`config.mk`:
```
export PLATFORM = sky130hd
export DESIGN_NAME = dcache_controller
export DESIGN_NICKNAME = d
export VERILOG_FILES = /design/src/rtl/dcache_pkg.sv /design/src/rtl/dcache_sram.sv /design/src/rtl/dcache_controller.sv
export SDC_FILE = /design/constraint.sdc
export NUM_CORES = 2
export LEC_CHECK = 0
export BUFFER_PORTS_ARGS = -buffer_cell sky130_fd_sc_hd__buf_4
export CAP_MARGIN = 20
export CELL_PAD_IN_SITES_DETAIL_PLACEMENT = 0
export CELL_PAD_IN_SITES_GLOBAL_PLACEMENT = 1
export CORE_ASPECT_RATIO = 1.5
export CORE_MARGIN = 2
export CORE_UTILIZATION = 50
export CTS_CLUSTER_DIAMETER = 30
export DETAILED_ROUTE_END_ITERATION = 16
export HOLD_SLACK_MARGIN = 0.03
export PLACE_DENSITY = 0.79
export SLEW_MARGIN = 10
export SYNTH_ARGS = -nofsm -noshare
export SYNTH_HDL_FRONTEND = slang
export SYNTH_MEMORY_MAX_BITS = 65536
export SYNTH_SLANG_ARGS = --single-unit
export TNS_END_PERCENT = 100
```
`constraint.sdc`:
```
create_clock -name clk_i -period 5.9 [get_ports clk_i]
set_clock_uncertainty 0.2 [all_clocks]
set_input_delay 1.18 -clock clk_i [delete_from_list [all_inputs] [get_ports clk_i]]
set_output_delay 1.18 -clock clk_i [all_outputs]
set_load 0.05 [all_outputs]
```
`src/rtl/dcache_pkg.sv`:
```
// Shared types and geometry helpers for the data cache.
// State encoding, address field widths and their derivation.
package dcache_pkg;

    localparam int OFFSET_W   = 5;
    localparam int WORD_SEL_W = 3;

    typedef enum logic [1:0] {
        IDLE      = 2'd0,
        WRITEBACK = 2'd1,
        REFILL    = 2'd2
    } state_e;

    function automatic int index_w(input int num_lines);
        return $clog2(num_lines);
    endfunction

    function automatic int tag_w(input int addr_w, input int num_lines);
        return addr_w - index_w(num_lines) - OFFSET_W;
    endfunction

endpackage

```
`src/rtl/dcache_sram.sv`:
```
// Tag, valid, dirty and data storage for a direct-mapped cache.
// Async read by index, sync line refill or single-word update.
module dcache_sram
    import dcache_pkg::*;
#(
    parameter int NUM_LINES = 16,
    parameter int INDEX_W   = 4,
    parameter int TAG_W     = 23,
    parameter int BLOCK_W   = 256
) (
    input  logic                  clk_i,
    input  logic                  rst_i,
    input  logic [INDEX_W-1:0]    index,
    output logic                  valid,
    output logic                  dirty,
    output logic [TAG_W-1:0]      tag,
    output logic [BLOCK_W-1:0]    data,
    input  logic                  refill_we,
    input  logic [TAG_W-1:0]      refill_tag,
    input  logic [BLOCK_W-1:0]    refill_data,
    input  logic                  word_we,
    input  logic [WORD_SEL_W-1:0] word_sel,
    input  logic [31:0]           word_data
);

    logic [NUM_LINES-1:0] valid_q;
    logic [NUM_LINES-1:0] dirty_q;
    logic [TAG_W-1:0]     tag_q  [NUM_LINES];
    logic [BLOCK_W-1:0]   data_q [NUM_LINES];

    assign valid = valid_q[index];
    assign dirty = dirty_q[index];
    assign tag   = tag_q[index];
    assign data  = data_q[index];

    // Line status: refill makes a line clean, a word store makes it dirty.
    always_ff @(posedge clk_i or negedge rst_i) begin
        if (!rst_i) begin
            valid_q <= '0;
            dirty_q <= '0;
        end else if (refill_we) begin
            valid_q[index] <= 1'b1;
            dirty_q[index] <= 1'b0;
        end else if (word_we) begin
            dirty_q[index] <= 1'b1;
        end
    end

    // Payload: whole-line refill or one 32-bit word merge.
    always_ff @(posedge clk_i) begin
        if (refill_we) begin
            tag_q[index]  <= refill_tag;
            data_q[index] <= refill_data;
        end else if (word_we) begin
            data_q[index][32*word_sel +: 32] <= word_data;
        end
    end

endmodule

```
`src/rtl/dcache_controller.sv`:
```
// Direct-mapped write-back write-allocate data cache controller.
// Hits are combinational; misses stall the pipeline until refilled.
module dcache_controller
    import dcache_pkg::*;
#(
    parameter int ADDR_W    = 32,
    parameter int NUM_LINES = 16,
    parameter int BLOCK_W   = 256
) (
    input  logic               clk_i,
    input  logic               rst_i,
    input  logic               cpu_req_i,
    input  logic               cpu_write_i,
    input  logic [ADDR_W-1:0]  cpu_addr_i,
    input  logic [31:0]        cpu_wdata_i,
    output logic [31:0]        cpu_rdata_o,
    output logic               cpu_stall_o,
    output logic               mem_enable_o,
    output logic               mem_write_o,
    output logic [ADDR_W-1:0]  mem_addr_o,
    output logic [BLOCK_W-1:0] mem_data_o,
    input  logic [BLOCK_W-1:0] mem_data_i,
    input  logic               mem_ack_i
);

    localparam int INDEX_W = index_w(NUM_LINES);
    localparam int TAG_W   = tag_w(ADDR_W, NUM_LINES);

    state_e state;

    logic [INDEX_W-1:0]    index;
    logic [TAG_W-1:0]      req_tag;
    logic [WORD_SEL_W-1:0] word_sel;
    logic [1:0]            unused_byte;

    logic                  line_valid;
    logic                  line_dirty;
    logic [TAG_W-1:0]      line_tag;
    logic [BLOCK_W-1:0]    line_data;

    logic                  hit;
    logic                  refill_we;
    logic                  word_we;
    logic [ADDR_W-1:0]     req_addr;
    logic [ADDR_W-1:0]     victim_addr;

    assign index       = cpu_addr_i[OFFSET_W +: INDEX_W];
    assign req_tag     = cpu_addr_i[ADDR_W-1 -: TAG_W];
    assign word_sel    = cpu_addr_i[2 +: WORD_SEL_W];
    assign unused_byte = cpu_addr_i[1:0];

    assign hit         = line_valid & (line_tag == req_tag);
    assign req_addr    = {req_tag, index, {OFFSET_W{1'b0}}};
    assign victim_addr = {line_tag, index, {OFFSET_W{1'b0}}};

    assign refill_we   = (state == REFILL) & mem_ack_i;
    assign word_we     = (state == IDLE) & cpu_req_i & cpu_write_i & hit;

    assign cpu_rdata_o = line_data[32*word_sel +: 32];
    // Gated by reset so the pipeline is never frozen while held in reset.
    assign cpu_stall_o = rst_i & ((state != IDLE) | (cpu_req_i & ~hit));

    dcache_sram #(
        .NUM_LINES (NUM_LINES),
        .INDEX_W   (INDEX_W),
        .TAG_W     (TAG_W),
        .BLOCK_W   (BLOCK_W)
    ) u_sram (
        .clk_i       (clk_i),
        .rst_i       (rst_i),
        .index       (index),
        .valid       (line_valid),
        .dirty       (line_dirty),
        .tag         (line_tag),
        .data        (line_data),
        .refill_we   (refill_we),
        .refill_tag  (req_tag),
        .refill_data (mem_data_i),
        .word_we     (word_we),
        .word_sel    (word_sel),
        .word_data   (cpu_wdata_i)
    );

    // Miss sequencer with registered memory-side request outputs.
    always_ff @(posedge clk_i or negedge rst_i) begin
        if (!rst_i) begin
            state        <= IDLE;
            mem_enable_o <= 1'b0;
            mem_write_o  <= 1'b0;
            mem_addr_o   <= '0;
            mem_data_o   <= '0;
        end else begin
            unique case (state)
                IDLE: begin
                    if (cpu_req_i && !hit) begin
                        mem_enable_o <= 1'b1;
                        if (line_valid && line_dirty) begin
                            state       <= WRITEBACK;
                            mem_write_o <= 1'b1;
                            mem_addr_o  <= victim_addr;
                            mem_data_o  <= line_data;
                        end else begin
                            state       <= REFILL;
                            mem_write_o <= 1'b0;
                            mem_addr_o  <= req_addr;
                        end
                    end
                end
                WRITEBACK: begin
                    if (mem_ack_i) begin
                        state       <= REFILL;
                        mem_write_o <= 1'b0;
                        mem_addr_o  <= req_addr;
                    end
                end
                REFILL: begin
                    if (mem_ack_i) begin
                        state        <= IDLE;
                        mem_enable_o <= 1'b0;
                    end
                end
                default: begin
                    state        <= IDLE;
                    mem_enable_o <= 1'b0;
                end
            endcase
        end
    end

endmodule

```
After elaboration in Yosys (flattened, before gate mapping)
Memory sizes are Yosys's and may differ from the RTL's.
Index checks and enable logic that the tools add are counted.
Cells by class
  add/sub/neg operators: 1
  $lt $le $gt $ge: 2
  eq/ne operators: 6
  shift-type cells: 3
  multiplexer cells: 284
  bitwise operators: 270
  reductions and logical operators: 12
Operator list (number)
  $mux W1: 267
  $or A1 B1 Y1: 257
  $mux W256: 1
  $shift A32 B34 Y256 const A: 1
  $shiftx A256 B9 Y32: 1
  $shiftx A32 B34 Y256: 1
  $mux W32: 3
  $pmux W32 S2: 1
  $neg A8 Y34: 1
  $mux W16: 2
  $or A16 B16 Y16: 2
  $eq A23 B23 Y1: 1
  $and A16 B16 Y16: 1
  $not A16 Y16: 1
  $reduce_and A3 Y1: 4
  $bmux W1 S4: 2
  $mux W2: 4
  $and A1 B1 Y1: 7
  $pmux W2 S3: 1
  $reduce_bool A2 Y1: 3
  $lt A4 B5 Y1 const B: 1
  $demux W1 S4: 1
  $ge A4 B1 Y1 const B: 1
  $ne A2 B2 Y1 const B: 2
  other kinds (9): 12
Word-level totals
  register bits: 324
  memory bits (writable): 4464
  input port bits: 325
  output and inout port bits: 323
  word-level logic and storage cells: 587
  memories kept: 2
Memories
  u_sram.data_q: depth 16, width 256, read ports 1, clocked after Yosys merged registers in 0, wr ports 1, line dcache_sram.sv:29  | logic [BLOCK_W-1:0] data_q [NUM_LINES];
  u_sram.tag_q: depth 16, width 23, read ports 1, clocked after Yosys merged registers in 0, wr ports 1, line dcache_sram.sv:28  | logic [TAG_W-1:0] tag_q [NUM_LINES];

Longest topological paths before layout
  word-level depth: 8
  mapped depth: 17
  mapped depth without buffers: 9

By module
A second synthesis with hierarchy kept.
Second synthesis, totals
  cell total of the unflattened synthesis: 8387
  area, all modules: 185743.1 µm²
By module, submodules not included
  dcache_sram: times used 1, cells an instance 7549, area each 172254.0 µm², seq. area each 134849.3 µm²
  dcache_controller: times used 1, cells an instance 838, area each 13489.2 µm², seq. area each 7181.9 µm²

Worst setup path before layout
Ideal clock, no wire load.
  path type: in2reg
  start point: in cpu_addr_i[8]
  end point: mem u_sram.data_q[10][224] (enable)
  setup time: 0.432 ns
  arrival time: 5.839 ns
  data required time: 5.268 ns
  setup slack: -0.571 ns
  stages on the path: 14
  path buffers: 5
  cells stage by stage: buf_2 buf_2 mux2i_1 mux4_2 mux2i_1 nor4_1 nand4_1 or4_4 nor3_4 nand4b_1 buf_2 buf_6 buf_4 a21oi_1
Between the ends
  cells in the longest elaborated chain, start to end: 8
  elaborated cells between the ends (all ways): 10
  those cells by class: eq/ne (1); mux (5); bitwise (3); memory (1)
RTL lines
  start, declared: line dcache_controller.sv:14  | input logic [ADDR_W-1:0] cpu_addr_i,
  $mem_v2 Z16 W23 / $bmux W1 S4 (equally long branches)
  $eq A23 B23 Y1 / $mux W1 (equally long branches): line dcache_controller.sv:52, dcache_sram.sv:31
  $and A1 B1 Y1: line dcache_controller.sv:52  | assign hit = line_valid & (line_tag == req_tag);
  $and A1 B1 Y1: line dcache_controller.sv:57  | assign word_we = (state == IDLE) & cpu_req_i & cpu_write_i & hit;
  $mux W1: line dcache_sram.sv:54  | end else if (word_we) begin
  $mux W1: line dcache_sram.sv:51  | if (refill_we) begin
  $mux W256 (implied by the code): line dcache_sram.sv:55  | data_q[index][32*word_sel +: 32] <= word_data;
  $or A1 B1 Y1 (no source line)
  end, declared: line dcache_sram.sv:29
Parallel ways exist; a longest one is shown, timed or not. The select of a mux whose other input is x is not followed.

Worst setup path after layout
  start point: in cpu_addr_i[6]
  end point: out cpu_rdata_o[4]
Between the ends
  cells in the longest elaborated chain, start to end: 2
RTL lines
  $mem_v2 Z16 W256
  $shiftx A256 B9 Y32: line dcache_controller.sv:59  | assign cpu_rdata_o = line_data[32*word_sel +: 32];
  end, declared: line dcache_controller.sv:16  | output logic [31:0] cpu_rdata_o,
Every way passes these cells.

==> qor.tcl <==
set qor(ys_types) 64
set qor(timing.final.hold_violations) 0
set qor(post_synth.cell_area_avg_sq_um) 23.30
set qor(synth_async_sr_flop_share) 0.06669
set qor(path_class) {in -> out}
set qor(synth-main-ff-cell) {sky130_fd_sc_hd__edfxtp_1}
set qor(worstSkewPairLatency_ns) 1.01
set qor(power.leakage_nw) 77.64
set qor(fmaxAchievable_mhz) 167.1
set qor(critical_path.max_fanout) 22
set qor(dpl_cell_area_sq_um) 209400
set qor(final_cell_mix) {sky130_fd_sc_hd__edfxtp_1, sky130_fd_sc_hd__mux4_2, sky130_fd_sc_hd__buf_4}
set qor(grt-ovfl-total) 0
set qor(design.die.area_sq_um) 379700
set qor(synth_cells) 8039
set qor(filler_cell_count) 24290
set qor(synth-edff-count) 4464
set qor(num_rows) 275
set qor(boundaryPins) 648
set qor(clock_input_transition_at_the_sequential_cells_of_the_worst_setup_and_hold_paths_ns) 0.05
set qor(floorplan.core_area_sq_um) 373300
set qor(combinationalPowerShare) 0.074
set qor(initial_core_util) 0.5018
set qor(grt_pass1_vias) 99810
set qor(placement.setup.worst_slack_ns) -0.04479
set qor(via_per_inst) 6.525
set qor(syn-cell-area_sq_um) 187300
set qor(setup_violations) 4
set qor(cts_tree) {yes}
set qor(min_period_over_period) 1.014
set qor(timing.max_cap.violations) 0
set qor(clockPowerShare) 0.462
set qor(cts-root-buf) {sky130_fd_sc_hd__clkbuf_16}
set qor(fraction_of_final_layout_cells_with_drive_strength_greater_than_1) 0.4604
set qor(synth_sequential_area_ratio) 0.7582
set qor(die_w_microns) 503.8
set qor(clock_tree.buffer_depth) 4
set qor(power_switching_share) 0.2352
set qor(globalRouteTotalUtil) 0.3120
set qor(mostFrequentLayoutCell) {sky130_fd_sc_hd__edfxtp_1}
set qor(drt_iter0_markers) 14910
set qor(numPortBuffers) 640
set qor(internal_power_mw) 61.92
set qor(power.total_mw) 80.95
set qor(number_of_h_tree_levels) 6
set qor(grt_antenna_before_repair) 131
set qor(worstHoldPathType) {in -> reg}
set qor(drt-pass1-iter-count) 9
set qor(power.density_cell_area_nw_per_um2) 351.6
set qor(num_vias) 99830
set qor(crit_arrival_ns) 4.60
set qor(post-route-drc-count) 0
set qor(maxSlewViolCount) 0
set qor(net-switching-power_mw) 19.04
set qor(gp_congestion) 0.9178
set qor(seqPwrFrac) 0.465
set qor(final_design_area_no_fill_sq_um) 230300
set qor(design.final.nets) 10070
set qor(ant_nets) 0
set qor(routedWlPerCell_microns) 39.14
set qor(period_minus_slack_ns) 5.984
set qor(wp_data_required_ns) 4.52
set qor(synth.yosys.warnings) 0
set qor(grt_max_degree) 101
set qor(status) {finished with violations}
set qor(rsz0062_at_grt) {yes}
set qor(detailed_place_hpwl_mm) 399.3
set qor(cts.sinks) 4783
set qor(timing_worst_slew_pin_value_ns) 1.161
set qor(die_height_microns) 753.7
set qor(endpoint_kind) {output pin}
set qor(slew_headroom) 0.2261
set qor(route.final.wire_length_mm) 598.9
set qor(number_of_storage_elements_in_the_synthesis_netlist) 4783
set qor(final.setup.worst_slack_ns) -0.08393
set qor(grt_pass1_wl_mm) 812.2
set qor(fin_hold_ws_ns) 0.2067
set qor(cts_made_buffers) 583
set qor(violations) {negative setup slack}
set qor(timing.critical_path.from_type) {input pin}
set qor(synthToLayoutAreaGrowth_pct) 22.92
set qor(vdd_drop_max_mv) 0.3205
[cells by family after synthesis]
group / after synthesis / share of synthesized area
DFF: 4783 / 0.7582
muxes: 2074 / 0.2100
buffers and inverters: 497 / 0.01194
and+or+nand+nor: 412 / 0.01079
AOI/OAI and AO/OA: 245 / 0.007681
xor gates and xnor gates: 22 / 0.001029
adders and majority gates: 5 / 0.0003340
other: 1 / 0.00002002
[layer usage]
| metal | GRT usage | vias to the layer above | share of wire |
|---|---|---|---|
| li1 | - | 37790 | - |
| met4 | 0.2209 | 54 | 0.083 |
| met1 | 0.3697 | 52660 | 0.32 |
| met2 | 0.4856 | 7828 | 0.47 |
| met5 | 0 | - | 0.00083 |
| met3 | 0.09893 | 1494 | 0.13 |
[power by group through the flow]
stage          clock network, mW  logic [mW]  registers [mW]
6_report                    37.4        5.95            37.6
5_1_grt                     38.9        6.03            37.6
4_1_cts                     37.6        5.85            37.6
3_5_place_dp                   0        5.79            38.3
3_3_place_gp                   0        5.70            38.3
2_1_floorplan                  0        2.56            38.5
[flip-flops by register name (all words and copies together) (netlist names), named ones only]
register	cells
mem_addr_o	27
state	2
mem_enable_o	1
u_sram.valid_q	16
mem_write_o	1
u_sram.data_q	4096
mem_data_o	256
u_sram.tag_q	368
[critical path, cell delays in order]
cell and delay, ns:
sky130_fd_sc_hd__buf_8 0.20, sky130_fd_sc_hd__buf_12 0.24, sky130_fd_sc_hd__buf_4 0.39, sky130_fd_sc_hd__mux4_2 0.41, sky130_fd_sc_hd__mux4_2 0.64, sky130_fd_sc_hd__mux4_2 0.75
sky130_fd_sc_hd__nand2_1 0.16, sky130_fd_sc_hd__nand2_1 0.26, sky130_fd_sc_hd__buf_4 0.30
[layout make-up]
cell class,count,area (sq um),share of cell area
sequential,4783,142000,0.6169
multi-input combinational,2763,44510,0.1933
timing repair buffer,1590,16670,0.07240
clock buffer,638,15070,0.06545
tap,4986,6238,0.02709
clock inverter,429,5424,0.02356
antenna,89,222.7,0.0009673
inverter,22,87.58,0.0003804
[final timing paths]
path | end | cells past startpoint | slack [ns] | from
setup / recovery | cpu_rdata_o[4] | 9 | -0.08 | cpu_addr_i[6]
hold / removal | state[0] | 2 | 0.21 | mem_ack_i
setup reg to reg | u_sram.data_q[13][181] | 11 | 1.13 | u_sram.tag_q[0][8]
hold reg to reg | u_sram.valid_q[2] | 1 | 0.26 | u_sram.valid_q[2]
max in group asynchronous | mem_data_o[190] | 4 | 2.92 | rst_i
min in group asynchronous | mem_addr_o[7] | 2 | 0.47 | rst_i
[metrics by stage]
stage / TNS, ns / utilization / std cells
6_report: -0.1870 / 0.6168 / 15300
5_1_grt: -0.02636 / 0.6162 / 15220
4_1_cts: 0 / 0.6159 / 15210
3_5_place_dp: -1.302 / 0.5608 / 14140
3_3_place_gp: -0.1039 / 0.5608 / 14140
2_1_floorplan: -1558.48 / - / 8043
[cell usage after synthesis, types with 37 or more instances]
cell type,instances,share of area
sky130_fd_sc_hd__nor2_1,76,0.0015
sky130_fd_sc_hd__edfxtp_1,4464,0.72
sky130_fd_sc_hd__buf_2,164,0.0044
sky130_fd_sc_hd__and2_1,100,0.0033
sky130_fd_sc_hd__mux2_1,37,0.0022
sky130_fd_sc_hd__dfrtp_1,319,0.043
sky130_fd_sc_hd__mux2i_1,85,0.0045
sky130_fd_sc_hd__nand2_1,156,0.0031
sky130_fd_sc_hd__mux2_2,523,0.031
sky130_fd_sc_hd__mux4_2,1429,0.17
sky130_fd_sc_hd__clkbuf_1,255,0.0051
sky130_fd_sc_hd__a21oi_1,113,0.0030
sky130_fd_sc_hd__o21ai_0,62,0.0017
[what timing repair did]
item,4_1_cts,5_1_grt
setup endpoints to repair,3,7
resized for setup,7,10
gates cloned,1,0
hold buffers,1,0
endpoints found under the hold margin,31,0
buffers inserted,1,4
pin swaps,1,0
Note: power is estimated with default switching activity, not from simulation.
